## config.mk

```make
export PLATFORM = sky130hd
export DESIGN_NAME = lcd_frame_capture
export DESIGN_NICKNAME = d
export VERILOG_FILES = /design/src/rtl/lcd_frame_capture.sv
export SDC_FILE = /design/constraint.sdc
export NUM_CORES = 1
export LEC_CHECK = 0
export ABC_AREA = 1
export CORE_MARGIN = 2
export CORE_UTILIZATION = 45
export CTS_CLUSTER_DIAMETER = 30
export DETAILED_ROUTE_END_ITERATION = 16
export PLACE_DENSITY = 0.76
export SLEW_MARGIN = 5
export SYNTH_ARGS = -nofsm -noshare
export SYNTH_HDL_FRONTEND = slang
export SYNTH_SLANG_ARGS = --single-unit
```

## constraint.sdc

```tcl
create_clock -name pixel_clk -period 1.8 [get_ports pixel_clk]
set_input_delay 0.36 -clock pixel_clk [delete_from_list [all_inputs] [get_ports pixel_clk]]
set_output_delay 0.36 -clock pixel_clk [all_outputs]
set_load 0.05 [all_outputs]
```

## src/rtl/lcd_frame_capture.sv

```systemverilog
// lcd_frame_capture
//   Receiving end of an RGB-LCD parallel interface (HSYNC/VSYNC/DE/RGB565).
//   Rebuilds the pixel/line position from the strobes. It decimates a fixed
//   WIN_W x WIN_H window 4:1 in both axes and writes every kept pixel as an
//   18-bit word into a 1024-word video RAM write port.
//
// Ports
//   pixel_clk   pixel clock, all logic on its rising edge
//   rst         synchronous reset, active-low
//   arm         one-cycle pulse: re-arm capture, clear line_err
//   hsync/vsync sync inputs, polarity set by SYNC_POL
//   den         data enable
//   r/g/b       RGB565 pixel
//   write_ce    RAM write strobe
//   write_ad    RAM address {row[3:0], col[5:0]}
//   write_data  {r, g, b, 2'b00}
//   frame_done  one-cycle pulse after the last window line
//   line_err    sticky: a checked line had a DE run length other than H_ACTIVE
//   x_count     current active column
//   y_count     current active line
//   busy        waiting for a frame or capturing one
module lcd_frame_capture #(
    parameter int H_ACTIVE   = 480,
    parameter int V_ACTIVE   = 272,
    parameter int WIN_X      = 112,
    parameter int WIN_Y      = 104,
    parameter int WIN_W      = 256,
    parameter int WIN_H      = 64,
    parameter int SYNC_POL   = 0,
    parameter int CONTINUOUS = 1
) (
    input  logic        pixel_clk,
    input  logic        rst,
    input  logic        arm,
    input  logic        hsync,
    input  logic        vsync,
    input  logic        den,
    input  logic [4:0]  r,
    input  logic [5:0]  g,
    input  logic [4:0]  b,
    output logic        write_ce,
    output logic [9:0]  write_ad,
    output logic [17:0] write_data,
    output logic        frame_done,
    output logic        line_err,
    output logic [9:0]  x_count,
    output logic [8:0]  y_count,
    output logic        busy
);

    localparam logic        SYNC_ACT = (SYNC_POL != 0);
    localparam logic [10:0] X_LO     = 11'(WIN_X);
    localparam logic [10:0] X_HI     = 11'(WIN_X + WIN_W);
    localparam logic [9:0]  Y_LO     = 10'(WIN_Y);
    localparam logic [9:0]  Y_HI     = 10'(WIN_Y + WIN_H);
    localparam logic [9:0]  X_OFF    = 10'(WIN_X);
    localparam logic [8:0]  Y_OFF    = 9'(WIN_Y);
    localparam logic [8:0]  Y_LAST   = 9'(WIN_Y + WIN_H - 1);
    localparam logic [9:0]  V_LIM    = 10'(V_ACTIVE);
    localparam logic [9:0]  H_LEN    = 10'(H_ACTIVE);

    typedef enum logic [1:0] {
        IDLE       = 2'd0,
        WAIT_FRAME = 2'd1,
        CAPTURE    = 2'd2,
        DONE       = 2'd3
    } state_t;

    state_t      state, state_nx;
    logic        done_nx;

    logic        hs_p0, vs_p0, den_p0;
    logic        hs_p1, vs_p1, den_p1;
    logic [15:0] pix_p0;

    logic        frame_start, hs_edge, de_rise, de_fall;
    logic [9:0]  x_cur;
    logic [7:0]  dx;
    logic [5:0]  dy;
    logic        in_win, keep;

    // ---- stage p0: register pins once; syncs normalised to active-high ----
    always_ff @(posedge pixel_clk) begin
        if (!rst) begin
            hs_p0  <= 1'b0;
            vs_p0  <= 1'b0;
            den_p0 <= 1'b0;
            hs_p1  <= 1'b0;
            vs_p1  <= 1'b0;
            den_p1 <= 1'b0;
        end else begin
            hs_p0  <= (hsync == SYNC_ACT);
            vs_p0  <= (vsync == SYNC_ACT);
            den_p0 <= den;
            hs_p1  <= hs_p0;
            vs_p1  <= vs_p0;
            den_p1 <= den_p0;
        end
    end

    always_ff @(posedge pixel_clk) begin
        pix_p0 <= {r, g, b};
    end

    assign frame_start = vs_p0 & ~vs_p1;
    assign hs_edge     = hs_p0 & ~hs_p1;
    assign de_rise     = den_p0 & ~den_p1;
    assign de_fall     = ~den_p0 & den_p1;

    // The first pixel of a DE run is always column 0, even if no HSYNC edge
    // or DE fall cleared the counter beforehand.
    assign x_cur = de_rise ? 10'd0 : x_count;
    assign dx    = 8'(x_cur - X_OFF);
    assign dy    = 6'(y_count - Y_OFF);

    assign in_win = ({1'b0, x_cur} >= X_LO) && ({1'b0, x_cur} < X_HI) &&
                    ({1'b0, y_count} >= Y_LO) && ({1'b0, y_count} < Y_HI);
    assign keep   = den_p0 && (state == CAPTURE) && in_win &&
                    (dx[1:0] == 2'b00) && (dy[1:0] == 2'b00);

    // ---- position counters ----
    always_ff @(posedge pixel_clk) begin
        if (!rst) begin
            x_count <= 10'd0;
            y_count <= 9'd0;
        end else begin
            if (frame_start || hs_edge || de_fall)
                x_count <= 10'd0;
            else if (den_p0)
                x_count <= (x_cur == 10'd1023) ? x_cur : x_cur + 10'd1;

            if (frame_start)
                y_count <= 9'd0;
            else if (de_fall && (y_count != 9'd511))
                y_count <= y_count + 9'd1;
        end
    end

    // At a DE fall x_count still holds the run length of the line just ended.
    always_ff @(posedge pixel_clk) begin
        if (!rst)
            line_err <= 1'b0;
        else if (de_fall && ({1'b0, y_count} < V_LIM) && (x_count != H_LEN))
            line_err <= 1'b1;
        else if (arm)
            line_err <= 1'b0;
    end

    // ---- stage p1: RAM write port; address/data hold between writes ----
    always_ff @(posedge pixel_clk) begin
        if (!rst) begin
            write_ce   <= 1'b0;
            write_ad   <= 10'd0;
            write_data <= 18'd0;
        end else begin
            write_ce <= keep;
            if (keep) begin
                write_ad   <= {dy[5:2], dx[7:2]};
                write_data <= {pix_p0, 2'b00};
            end
        end
    end

    // ---- capture control ----
    always_ff @(posedge pixel_clk) begin
        if (!rst) begin
            state      <= IDLE;
            frame_done <= 1'b0;
        end else begin
            state      <= state_nx;
            frame_done <= done_nx;
        end
    end

    always_comb begin
        state_nx = state;
        done_nx  = 1'b0;
        case (state)
            IDLE: begin
                if ((CONTINUOUS != 0) || arm)
                    state_nx = WAIT_FRAME;
            end
            WAIT_FRAME: begin
                if (frame_start)
                    state_nx = CAPTURE;
            end
            CAPTURE: begin
                // A new frame start here means the frame was cut short:
                // stay in CAPTURE (counters restart) and report nothing.
                if (frame_start) begin
                    state_nx = CAPTURE;
                end else if (de_fall && (y_count == Y_LAST)) begin
                    state_nx = DONE;
                    done_nx  = 1'b1;
                end
            end
            DONE: begin
                if ((CONTINUOUS != 0) || arm)
                    state_nx = WAIT_FRAME;
                else
                    state_nx = IDLE;
            end
            default: state_nx = IDLE;
        endcase
    end

    assign busy = (state == WAIT_FRAME) || (state == CAPTURE);

endmodule
```

==> Yosys cells after proc, flatten, opt, wreduce, memory -nomap -nowiden <==
Cells that the tools add are included.
{ "classes": {"add_sub_neg": 4, "order_cmp": 5, "n_eq_ne": 9, "mux": 9, "bitwise": 12, "n_reduce_logical": 23} }
{ "op_table": {"columns": ["operator", "n"], "rows": [
  ["$mux 10", 2],
  ["$logic_and 1x1->1", 11],
  ["$add 10x1->10 const B", 1],
  ["$eq 10x10->1 const B", 1],
  ["$ge 10x7->1 const B", 1],
  ["$lt 10x9->1 const B", 1],
  ["$ne 10x9->1 const B", 1],
  ["$add 9x1->9 const B", 1],
  ["$eq 9x8->1 const B", 1],
  ["$ge 9x7->1 const B", 1],
  ["$lt 9x8->1 const B", 1],
  ["$lt 9x9->1 const B", 1],
  ["$ne 9x9->1 const B", 1],
  ["$not 1->1", 8],
  ["$sub 8x7->8 const B", 1],
  ["$logic_not 2->1", 3],
  ["$mux 2", 3],
  ["$pmux 2 s3", 1],
  ["$reduce_or 2->1", 3],
  ["$sub 6x6->6 const B", 1],
  ["$and 1x1->1", 4],
  ["$eq 2x2->1 const B", 2],
  ["$logic_or 1x1->1", 3],
  ["$mux 1", 3],
  ["6 further kinds", 6]
]} }
{ "word_totals": {"reg_bits": 72, "input_bits": 22, "out_inout_bits": 51, "wordCells": 77} }

==> Depth between registers and ports, before layout <==
Gate-level depths: netlist (run 1).
{ "logic_depth": {"ltp_word": 10, "mapped_depth": 16, "ltp_nobuf": 14} }

==> Worst setup path before layout (run 1) <==
No wires, ideal clock.
{ "synth_timing": {"path_type": "reg2reg", "from": "reg y_count[3]", "to": "reg write_data[10]", "setup_time_ps": 64, "arrival_ps": 2050, "t_required_ps": 1736, "setup_slack_ps": -314, "path_stages_with_launch": 13, "path_buffers": 1, "synth_period_minus_slack_ps": 2114, "cell_sequence": "dfxtp_1 -> inv_1 -> ha_1 -> nor2_1 -> nor2_1 -> nand2_1 -> nand3_1 -> nor2_4 -> nand2_4 -> inv_4 -> buf_6 -> nor2_1 -> nor2_1"} }
{ "synth_via": {"elab_chain_len": 6, "word_cells_on_any_way": 7, "classes_between": "order compare (2); reduce/logical (5)"} }
{ "synth_lines": {"columns": ["element", "line", "source"], "rows": [
  ["start, declared", "47", "output logic [8:0] y_count,"],
  ["start signal, assigned", "135", "y_count <= y_count + 9'd1;"],
  ["$ge 9x7->1", "117", "({1'b0, y_count} >= Y_LO) && ({1'b0, y_count} < Y_HI);"],
  ["$logic_and 1x1->1", "116", "assign in_win = ({1'b0, x_cur} >= X_LO) && ({1'b0, x_cur} < X_HI) &&"],
  ["$logic_and 1x1->1 (*)", "117", null],
  ["$logic_and 1x1->1 (*) (2 in series)", "118", "assign keep = den_p0 && (state == CAPTURE) && in_win &&"],
  ["$logic_and 1x1->1 (*)", "119", "(dx[1:0] == 2'b00) && (dy[1:0] == 2'b00);"],
  ["end signal, assigned", "159", "write_data <= {pix_p0, 2'b00};"],
  ["end, declared", "43", "output logic [17:0] write_data,"]
]} }
Every way passes the cells marked *; elsewhere a longest branch is shown, timed or not.
A chain may end at the register's enable or synchronous reset.

==> Final worst setup path (run 1) <==
{ "layout_timing": {"from": "reg den_p0", "to": "reg write_ad[0]"} }
{ "layout_via": {"elab_chain_len": 9, "word_cells_on_any_way": 13, "classes_between": "add/sub (1); order compare (2); mux (1); bitwise (1); reduce/logical (8)"} }
{ "layout_lines": {"columns": ["element", "line", "source"], "rows": [
  ["start, declared", "72", "logic hs_p0, vs_p0, den_p0;"],
  ["start signal, assigned", "94", "den_p0 <= den;"],
  ["$and 1x1->1", "107", "assign de_rise = den_p0 & ~den_p1;"],
  ["$mux 10", "112", "assign x_cur = de_rise ? 10'd0 : x_count;"],
  ["$ge 10x7->1 / $lt 10x9->1 (equally long branches)", "116", null],
  ["$logic_and 1x1->1 (2 in series)", "116", null],
  ["$logic_and 1x1->1", "117", null],
  ["$logic_and 1x1->1 (2 in series)", "118", null],
  ["$logic_and 1x1->1", "119", null],
  ["end signal, assigned", "158", "write_ad <= {dy[5:2], dx[7:2]};"],
  ["end, declared", "42", "output logic [9:0] write_ad,"]
]} }
Several ways; a longest one is shown, not always the timed one.

==> impl_metrics.csv, run 1 <==
group,metric,value,unit
run_status,status,"complete, but fails checks",
run_status,violations,"setup timing",
layout,drive_gt1_share,36.36,%
route,drt-total-wl,9395,microns
worst_setup_path,path_max_fanout,7,
route,drtIter0Drc,165,
logic_synthesis,synth_edf_count,0,
logic_synthesis,synth.avg_cell_area,7.327,sq um
timing,skew,0.01185,ns
grt,grt_pass1_vias,2876,
logic_synthesis,synth_most_common_cell,"nand2_1",
worst_setup_path,critical_path_class,"register to register",
logic_synthesis,ys_seq_area_share,45.64,%
clock_network,cts-root-buf,"clkbuf_8",
logic_synthesis,syn-cell-area,0.003158,sq mm
worst_setup_path,worstPathCellList,"buf_6 -> nand2_8 -> nand2_4 -> inv_4 -> ha_4 -> nand3_4 -> nand2_2 -> nand2_2 -> nand2_2 -> clkinv_4 -> nand2_8 -> clkinv_8 -> nor2_2 -> nor2_1",
logic_synthesis,async_flop_share,0,%
floorplan,coreArea,0.006794,sq mm
route,final_antenna_net_count,0,
worst_setup_path,crit_path_top_delay_cell,"dfxtp_4",
worst_hold_path,hold_end,"hs_p1",
timing,finalHoldViolCount,0,
timing,setup_tns,-0.3424,ns
logic_synthesis,yosys.area.top_type_share,45.64,%
grt,grt_use_total,21.95,%
layout,multi_input_area,0.001693,sq mm
worst_setup_path,arrival,2.09,ns
run,cap_violations,0,
placement,dpl-instance-area,0.004029,sq mm
timing,setup_viol,22,
clock_network,cts.sinks,72,
grt,antenna_found_initial,0,
worst_hold_path,hold_depth,2,
worst_setup_path,crit_path_frequent_cell,"nand2_2",
power,p_seq_share,43.5,%
floorplan,dieWidth,87.77,microns
power,p_sw,1053,uW
logic_synthesis,yosys_register_bits,72,
grt,grt_max_degree,33,
route,dr.pass1.iters,5,
worst_setup_path,critPathMaxStageDelay,0.37,ns
power,clockPowerShare,39.6,%
floorplan,die_area,0.007704,sq mm
worst_setup_path,reg2reg_setup_slack,-0.04,ns
clock_network,clock_latency,0.35,ns
logic_synthesis,ys.flop_type,"dfxtp_1",
worst_hold_path,min_path_type,"register to register",
worst_setup_path,endpoint_kind,"register",
layout,design_area,0.004852,sq mm
layout,fin_nets,588,
logic_synthesis,synthCells,431,
timing,rsz0062_at_grt,"yes",
power,pwr-share-comb,17.0,%
logic_synthesis,yosysWarnings,0,
placement,dp_hpwl,5463,microns
route,drc,0,
layout,antenna_cells,0,
floorplan,initial_utilization,46.48,%
worst_setup_path,r2r-start,"den_p0",
grt,gr-total-overflow,0,
clock_network,cts_made_buffers,9,
worst_setup_path,crit_buf_inv,4,
route,viasPerCell,5.037,
logic_synthesis,synth.distinct_cells,31,
timing,layout_min_cycle_time,1.843,ns
worst_setup_path,critPathLaunchType,"register",
layout,final-seq-area,0.001463,sq mm
placement,gp_congestion,0.9104,
logic_synthesis,synth_area_leaders,"dfxtp_1 (46%), nand2_1 (12%), nor2_1 (9.7%)",
clock_network,path_clk_slew,0.07,ns
clock_network,postCtsHoldBufs,0,
power,powerDensity,791.9,mW/mm^2
power,ir_worst_vdd,0.0006543,V
grt,grt_pass1_wl,13080,microns
power,swShare,27.40,%
timing,slew_viol_final,0,
logic_synthesis,yosysTopAreaCell,"dfxtp_1",
worst_setup_path,reg2reg_to,"write_ad[0]",
logic_synthesis,yosys-top-cells-count,"nand2_1 (98), nor2_1 (82), dfxtp_1 (72)",
clock_network,cts.htree.levels,3,
timing,fmax,0.5425,GHz
worst_setup_path,crit_family,"simple AND/OR/NAND/NOR gates",
floorplan,io_pins,73,
route,num_vias,3309,
timing,setup_ws,-0.04323,ns
layout,area_delta_synth_final,53.64,%
floorplan,die_h,87.77,microns
clock_network,clockBufferDepth,2,
layout,nFillCells,471,
clock_network,cts_tree,"built",
placement,portBuffers,70,
route,wl_per_cell,14.30,microns
power,power.leakage,0.002180,uW
worst_setup_path,ff2ff_path_depth,14,
worst_hold_path,holdCritStartpoint,"hs_p0",
worst_setup_path,cp.required,2.05,ns
power,p_int,2790,uW
floorplan,num_rows,30,
timing,min_period_over_period,102.4,%
-- final cells by class --
type | count | area share, %
multi-input cells | 295 | 34.89
flip-flops and latches | 72 | 30.14
repair buffers | 125 | 22.36
inverters | 50 | 4.384
clock buffers | 11 | 3.146
well taps | 96 | 2.476
clock inverters | 5 | 1.753
repair inverters | 3 | 0.8510
-- cell usage in the layout (no fill, tap or decap), types with 4 or more instances in the layout --
cell,instances
o21ai_0,14
nand3_2,5
dfxtp_4,4
nor3_1,4
clkbuf_8,9
buf_4,94
nand2_1,88
nor2_1,55
nand4_1,5
ha_1,7
nor2_4,8
nand2_2,10
inv_2,6
inv_1,39
nor2_2,22
clkdlybuf4s50_1,21
nand3_1,16
buf_12,4
dfxtp_2,5
nand3b_1,17
a21oi_1,17
a21oi_2,4
dfxtp_1,63
-- layer usage --
metal  part of all wire (%)  GRT usage [%]  up-vias
met5                      0              0        -
met4                    2.3          7.273        0
met3                    6.7          5.655       24
met2                     49          36.91      147
met1                     42          27.48     1522
li1                       -              -     1616
-- repair_timing --
action	in CTS	in global routing
buffers inserted	17	8
gates cloned	1	6
pin swaps	10	30
resized for setup	20	77
setup endpoints to repair	33	41
-- per-stage QoR --
step / setup WS [ns] / std cells / power, uW / util, % / hold WS, ns
after floorplan: 0.001519 / 432 / 2044 / - / 0.3877
after global placement: -0.1753 / 611 / 2249 / 59.30 / 0.4182
after detailed placement: -0.1813 / 611 / 2270 / 59.30 / 0.4284
after CTS: 0.002351 / 644 / 3786 / 65.38 / 0.4324
after global routing: -0.1179 / 657 / 3981 / 71.42 / 0.4350
final: -0.04323 / 657 / 3843 / 71.42 / 0.4396
-- worst max path at each step --
stage	slack (ns)	end	cells past startpoint	from
2_1_floorplan	0.002	x_count[1]	10	x_count[0]
3_3_place_gp	-0.18	write_ad[4]	13	den_p0
3_5_place_dp	-0.18	write_data[3]	13	den_p0
4_1_cts	0.002	write_ad[5]	13	den_p0
5_1_grt	-0.12	write_ad[0]	14	den_p0
6_report	-0.04	write_ad[0]	14	den_p0
-- power groups by stage --
| stage | combinational (uW) | clock (uW) | sequential, uW |
|---|---|---|---|
| 2_1_floorplan | 320 | 0 | 1720 |
| 4_1_cts | 595 | 1520 | 1670 |
| 5_1_grt | 707 | 1600 | 1680 |
| 3_5_place_dp | 566 | 0 | 1700 |
| 3_3_place_gp | 546 | 0 | 1700 |
| 6_report | 652 | 1520 | 1670 |
-- registers in the layout (all words and copies together), names as in the netlist, 2 cells and up --
signal      flops
write_ad       10
state           2
pix_p0         16
write_data     16
y_count         9
x_count        10
-- cells by family (layout without fill, tap and decap cells) --
group | Yosys count | after routing | share of synthesized area, %
other | 1 | 2 | 0.1187
AND/OR/NAND/NOR | 242 | 244 | 34.19
XOR/XNOR | 2 | 2 | 0.5548
flip-flops | 72 | 72 | 45.64
AO/OA/AOI/OAI | 37 | 37 | 5.903
buffers and inverters | 67 | 194 | 9.628
adder cells (fa/ha/maj) | 10 | 10 | 3.962
-- worst min-delay path, delay by kind of cell (launching register included) --
family | cells | cell delay, ns
buffers and inverters | 1 | 0.03
DFF | 1 | 0.31
and+or+nand+nor | 1 | 0.06
No activity file was read; power rests on OpenSTA's default activity.
==> inputs of run 2 (changes only) <==
DONT_BUFFER_PORTS = 1   (was unset)
PLACE_DENSITY = unset   (was 0.76)
==> run 2 against run 1 <==
The flow now finishes without violations. Clock skew decreased by 0.0026 ns. First-iteration DRC count decreased by 49%. Count of clock-buffer cells in the layout decreased by 2. Critical path type unchanged. Critical endpoint is now write_ad[9].
==> impl_metrics.csv, run 2 (same netlist as run 1, synthesis figures left out) <==
group,metric,value,unit
floorplan,die_h,87.77,microns
timing,skew,0.009264,ns
floorplan,io_pins,73,
grt,grt_use_total,19.72,%
grt,grt_pass1_wl,11790,microns
floorplan,dieWidth,87.77,microns
clock_network,cts_tree,"built",
clock_network,cts.htree.levels,3,
placement,portBuffers,0,
worst_setup_path,critical_path_class,"register to register",
power,power.leakage,0.001759,uW
worst_setup_path,critPathMaxStageDelay,0.39,ns
layout,fin_nets,510,
clock_network,clock_latency,0.35,ns
power,total_power,3581,uW
clock_network,cts_made_buffers,9,
clock_network,clockBufferDepth,2,
run,cap_violations,0,
clock_network,path_clk_slew,0.09,ns
worst_setup_path,critPathLaunchType,"register",
timing,setup_viol,0,
layout,antenna_cells,0,
route,drtIter0Drc,84,
run_status,status,"completed",
worst_setup_path,crit_path_top_delay_cell,"dfxtp_4",
worst_setup_path,arrival,2.05,ns
route,num_vias,2772,
route,final_antenna_net_count,0,
clock_network,postCtsHoldBufs,0,
timing,fmax,0.5642,GHz
floorplan,coreArea,0.006794,sq mm
timing,fin_hold_ws,0.03131,ns
clock_network,cts.sinks,72,
route,wl_per_cell,13.04,microns
placement,dp_hpwl,5279,microns
route,dr.pass1.iters,4,
floorplan,num_rows,30,
timing,worst_pin_slew,0.5692,ns
layout,drive_gt1_share,26.29,%
route,viasPerCell,4.788,
timing,layout_min_cycle_time,1.772,ns
worst_setup_path,worstPathCellList,"inv_4 -> nor2_4 -> nor2_4 -> inv_2 -> ha_4 -> nand2_2 -> nor2_2 -> nand3_2 -> nor2_4 -> nand2_4 -> buf_6 -> nand2_1 -> nand2_1 -> nor2_1",
power,powerDensity,902.0,mW/mm^2
clock_network,cts-root-buf,"clkbuf_8",
route,drt-total-wl,7549,microns
worst_setup_path,ff2ff_path_depth,14,
timing,slew_viol_final,0,
layout,final_cell_mix,"nand2_1 (92), nor2_1 (65), dfxtp_1 (63)",
timing,rsz0062_at_grt,"yes",
timing,finalHoldViolCount,0,
timing,relSlewSlack,62.00,%
grt,grt_max_degree,34,
placement,gp_congestion,0.8391,
worst_hold_path,min_path_type,"input port to register",
power,ir_worst_vdd,0.0008622,V
worst_setup_path,path_max_fanout,8,
layout,reg_top3,"pix_p0 (16), write_data (16)",
grt,gr-total-overflow,0,
worst_hold_path,hold_depth,0,
grt,antenna_found_initial,0,
layout,area_delta_synth_final,25.71,%
grt,grt_pass1_vias,2632,
layout,mostFrequentLayoutCell,"nand2_1",
worst_setup_path,cp.required,2.08,ns
floorplan,die_area,0.007704,sq mm
layout,nFillCells,600,
worst_setup_path,endpoint_kind,"register",
worst_setup_path,crit_path_frequent_cell,"nor2_4",
timing,min_period_over_period,98.46,%
route,drc,0,
floorplan,initial_utilization,46.48,%
-- run 2: cell count changes in the layout (fill, tap and decap cells not counted), sizes merged --
cell,change
nand2,-1
buf,-52
clkdlybuf4s50,-21
clkbuf,-3
clkinv,-2
inv,+1
-- run 2: cell type report --
class                   count  area [sq um]  share of cell area [%]
clock buffers               9         123.9                   3.120
clock inverters             7         102.6                   2.584
inverters                  50         205.2                   5.169
multi-input cells         294          1562                   39.33
flip-flops and latches     72          1463                   36.84
well taps                  96         120.1                   3.026
repair buffers             51         394.1                   9.928
-- run 2: through the flow --
step	cell area [sq um]	TNS, ns	utilization, %	cells	setup WS [ns]
after floorplan	3179	0	-	432	0.001519
after global placement	3533	0	52.01	557	0.009454
after detailed placement	3533	-0.07807	52.01	557	-0.02212
after CTS	3795	0	55.86	575	0.004545
after global routing	3970	-1.557	58.43	579	-0.08264
final	3970	0	58.43	579	0.02771
-- run 2: final timing paths --
kind | start | end | slack [ns]
min | g[0] | pix_p0[5] | 0.03
max reg2reg | den_p0 | write_ad[9] | 0.03
max | den_p0 | write_ad[9] | 0.03
min reg2reg | hs_p0 | hs_p1 | 0.43
-- run 2: layer usage --
| layer | vias up | GRT usage, % | share of wire, % |
|---|---|---|---|
| li1 | 1444 | - | - |
| met1 | 1253 | 22.69 | 44 |
| met2 | 64 | 33.82 | 49 |
| met3 | 11 | 6.598 | 5.6 |
| met4 | 0 | 7.692 | 2.1 |
| met5 | - | 0 | 0 |
-- run 2: what timing repair did --
item	4_1_cts	5_1_grt
setup buffers	1	4
endpoints found under the setup margin	29	42
cloned	1	0
resized for setup	8	45
pin swaps	2	7
-- run 2: power by group --
part,total (uW),internal (uW),switching (uW),leakage (uW)
clock network,1450,795,658,0.000110
logic,459,161,298,0.00105
registers,1670,1640,29.8,0.000594
-- run 2: critical path, delay by kind of cell (launching register included) --
kind | cells | cell delay, ns
flops | 1 | 0.39
buf+inv | 3 | 0.27
simple gates | 10 | 0.94
fa+ha+maj | 1 | 0.13
==> inputs of run 3 (changes only) <==
SKIP_CTS_REPAIR_TIMING = 1   (was unset)
clock period = 2.06 ns   (was 1.8 ns; I/O delays follow)
==> run 3 against run 2 <==
Setup slack improved by 0.15 ns. Highest routed layer unchanged. Global-route usage decreased by 0.64 points. Maximum frequency decreased by 5.6%. Total power decreased by 17%. Clock power decreased by 21%. Sequential share of layout area increased by 2.7 points. Via count decreased by 2.8%. Routed wire length decreased by 5.1%. Core utilization decreased by 4.7 points. Register-to-register slack improved by 0.15 ns. Sequential cell count unchanged.
==> impl_metrics.csv, run 3 (same netlist as run 1, synthesis figures left out) <==
group,metric,value,unit
run_status,status,"completed",
power,power.leakage,0.001604,uW
worst_setup_path,crit_path_frequent_cell,"nor2_1",
clock_network,cts_tree,"built",
floorplan,io_pins,73,
worst_setup_path,arrival,2.17,ns
grt,grt_use_total,19.07,%
worst_setup_path,cp.required,2.35,ns
clock_network,path_clk_slew,0.08,ns
route,final_antenna_net_count,0,
timing,finalHoldViolCount,0,
route,num_vias,2693,
floorplan,die_area,0.007704,sq mm
timing,skew,0.006443,ns
timing,setup_tns,0,ns
timing,rsz0062_at_grt,"no",
timing,worst_pin_slew,0.5531,ns
worst_hold_path,holdCritStartpoint,"g[0]",
route,dr.pass1.iters,4,
power,powerDensity,810.6,mW/mm^2
layout,nFillCells,675,
grt,grt_pass1_wl,11390,microns
clock_network,cts-root-buf,"clkbuf_8",
grt,antenna_found_initial,0,
run,cap_violations,0,
route,drc,0,
timing,relSlewSlack,63.08,%
layout,fin_nets,486,
grt,grt_pass1_vias,2440,
power,ir_worst_vdd,0.0004563,V
clock_network,cts.sinks,72,
worst_setup_path,reg2reg_to,"write_data[5]",
grt,gr-total-overflow,0,
worst_setup_path,ff2ff_path_depth,13,
floorplan,die_h,87.77,microns
route,drt-total-wl,7167,microns
placement,post-place-cells,537,
clock_network,clockBufferDepth,2,
route,drtIter0Drc,92,
layout,reg_top3,"pix_p0 (16), write_data (16)",
worst_setup_path,worstPathCellList,"inv_2 -> nor2_2 -> nor2_1 -> inv_1 -> ha_1 -> nand2_1 -> nor2_1 -> nand3_2 -> nor2_4 -> nand2_8 -> inv_6 -> nor2_1 -> nor2_1",
route,wl_per_cell,12.91,microns
worst_setup_path,path_max_fanout,11,
worst_setup_path,critPathLaunchType,"register",
clock_network,cts_made_buffers,9,
timing,slew_viol_final,0,
placement,portBuffers,0,
placement,dp_hpwl,5092,microns
layout,mostFrequentLayoutCell,"nand2_1",
floorplan,initial_utilization,46.48,%
timing,fin_hold_ws,0.08359,ns
worst_setup_path,reg2reg_setup_slack,0.18,ns
timing,min_period_over_period,91.14,%
layout,final_cell_mix,"nand2_1 (96), nor2_1 (79), dfxtp_1 (70)",
timing,fmax,0.5326,GHz
clock_network,cts.htree.levels,3,
worst_setup_path,endpoint_kind,"register",
worst_setup_path,crit_path_top_delay_cell,"dfxtp_1",
layout,fin_cells,555,
worst_hold_path,hold_depth,0,
floorplan,dieWidth,87.77,microns
layout,drive_gt1_share,14.60,%
worst_setup_path,critPathMaxStageDelay,0.41,ns
timing,setup_viol,0,
route,viasPerCell,4.852,
floorplan,coreArea,0.006794,sq mm
worst_setup_path,r2r-start,"den_p0",
clock_network,clock_latency,0.35,ns
timing,layout_min_cycle_time,1.878,ns
placement,gp_congestion,0.8610,
layout,area_delta_synth_final,15.61,%
worst_hold_path,min_path_type,"input port to register",
power,total_power,2960,uW
grt,grt_max_degree,34,
layout,antenna_cells,0,
worst_hold_path,hold_end,"pix_p0[5]",
floorplan,num_rows,30,
worst_setup_path,critical_path_class,"register to register",
==> run 3: cell types whose count changed in the layout (fill, tap and decap cells not counted), moves of 4 or more <==
| cell | change |
|---|---|
| dfxtp_4 | -4 |
| inv_1 | +4 |
| nor2_2 | -9 |
| nor2_1 | +14 |
| nor2_4 | -5 |
| nand2_1 | +4 |
| ha_1 | +4 |
| dfxtp_1 | +7 |
| nand2_2 | -4 |
| buf_4 | -23 |
==> run 3: metrics by stage <==
| step | util [%] | setup WS, ns | cell area (sq um) |
|---|---|---|---|
| final | 53.74 | 0.1824 | 3651 |
| after global routing | 53.74 | 0.006722 | 3651 |
| after CTS | 52.56 | 0.01983 | 3571 |
| after detailed placement | 49.58 | 0.04623 | 3368 |
| after global placement | 49.58 | 0.1051 | 3368 |
| after floorplan | - | 0.06056 | 3164 |
==> run 3: area by class of cell <==
type	count	area (sq um)	area share, %
multi-input combinational	293	1445	39.58
clock buffer	9	123.9	3.393
timing repair inverter	1	8.758	0.2399
timing repair buffer	27	227.7	6.237
sequential	72	1444	39.55
tap	96	120.1	3.290
clock inverter	7	78.83	2.159
inverter	50	202.7	5.552
==> run 3: metal layers <==
layer / global-route usage [%] / share of wire [%]
met2: 30.92 / 48
met1: 23.51 / 45
met4: 7.832 / 1.5
met3: 6.032 / 5.5
met5: 0 / 0
==> run 3: report_power, final <==
part           leakage [uW]  switching, uW  internal [uW]  total, uW
Clock              0.000104            570            572       1140
Sequential         0.000590           25.4           1440       1460
Combinational      0.000910            249            107        356
==> run 3: worst max path at each step <==
stage / from / cells past startpoint / endpoint / slack (ns)
floorplan: x_count[1] / 10 / x_count[1] / 0.06
global placement: den_p1 / 13 / write_ad[1] / 0.11
detailed placement: den_p0 / 13 / write_ad[4] / 0.05
CTS: den_p0 / 13 / write_data[7] / 0.02
global route: y_count[0] / 11 / y_count[7] / 0.007
finish: den_p0 / 13 / write_data[5] / 0.18
==> run 3: worst max-delay path: cells and delay by family (launching register included) <==
family	cells	cell delay, ns
adder cells (fa/ha/maj)	1	0.14
buffers and inverters	3	0.28
flip-flops	1	0.41
AND/OR/NAND/NOR	9	0.98
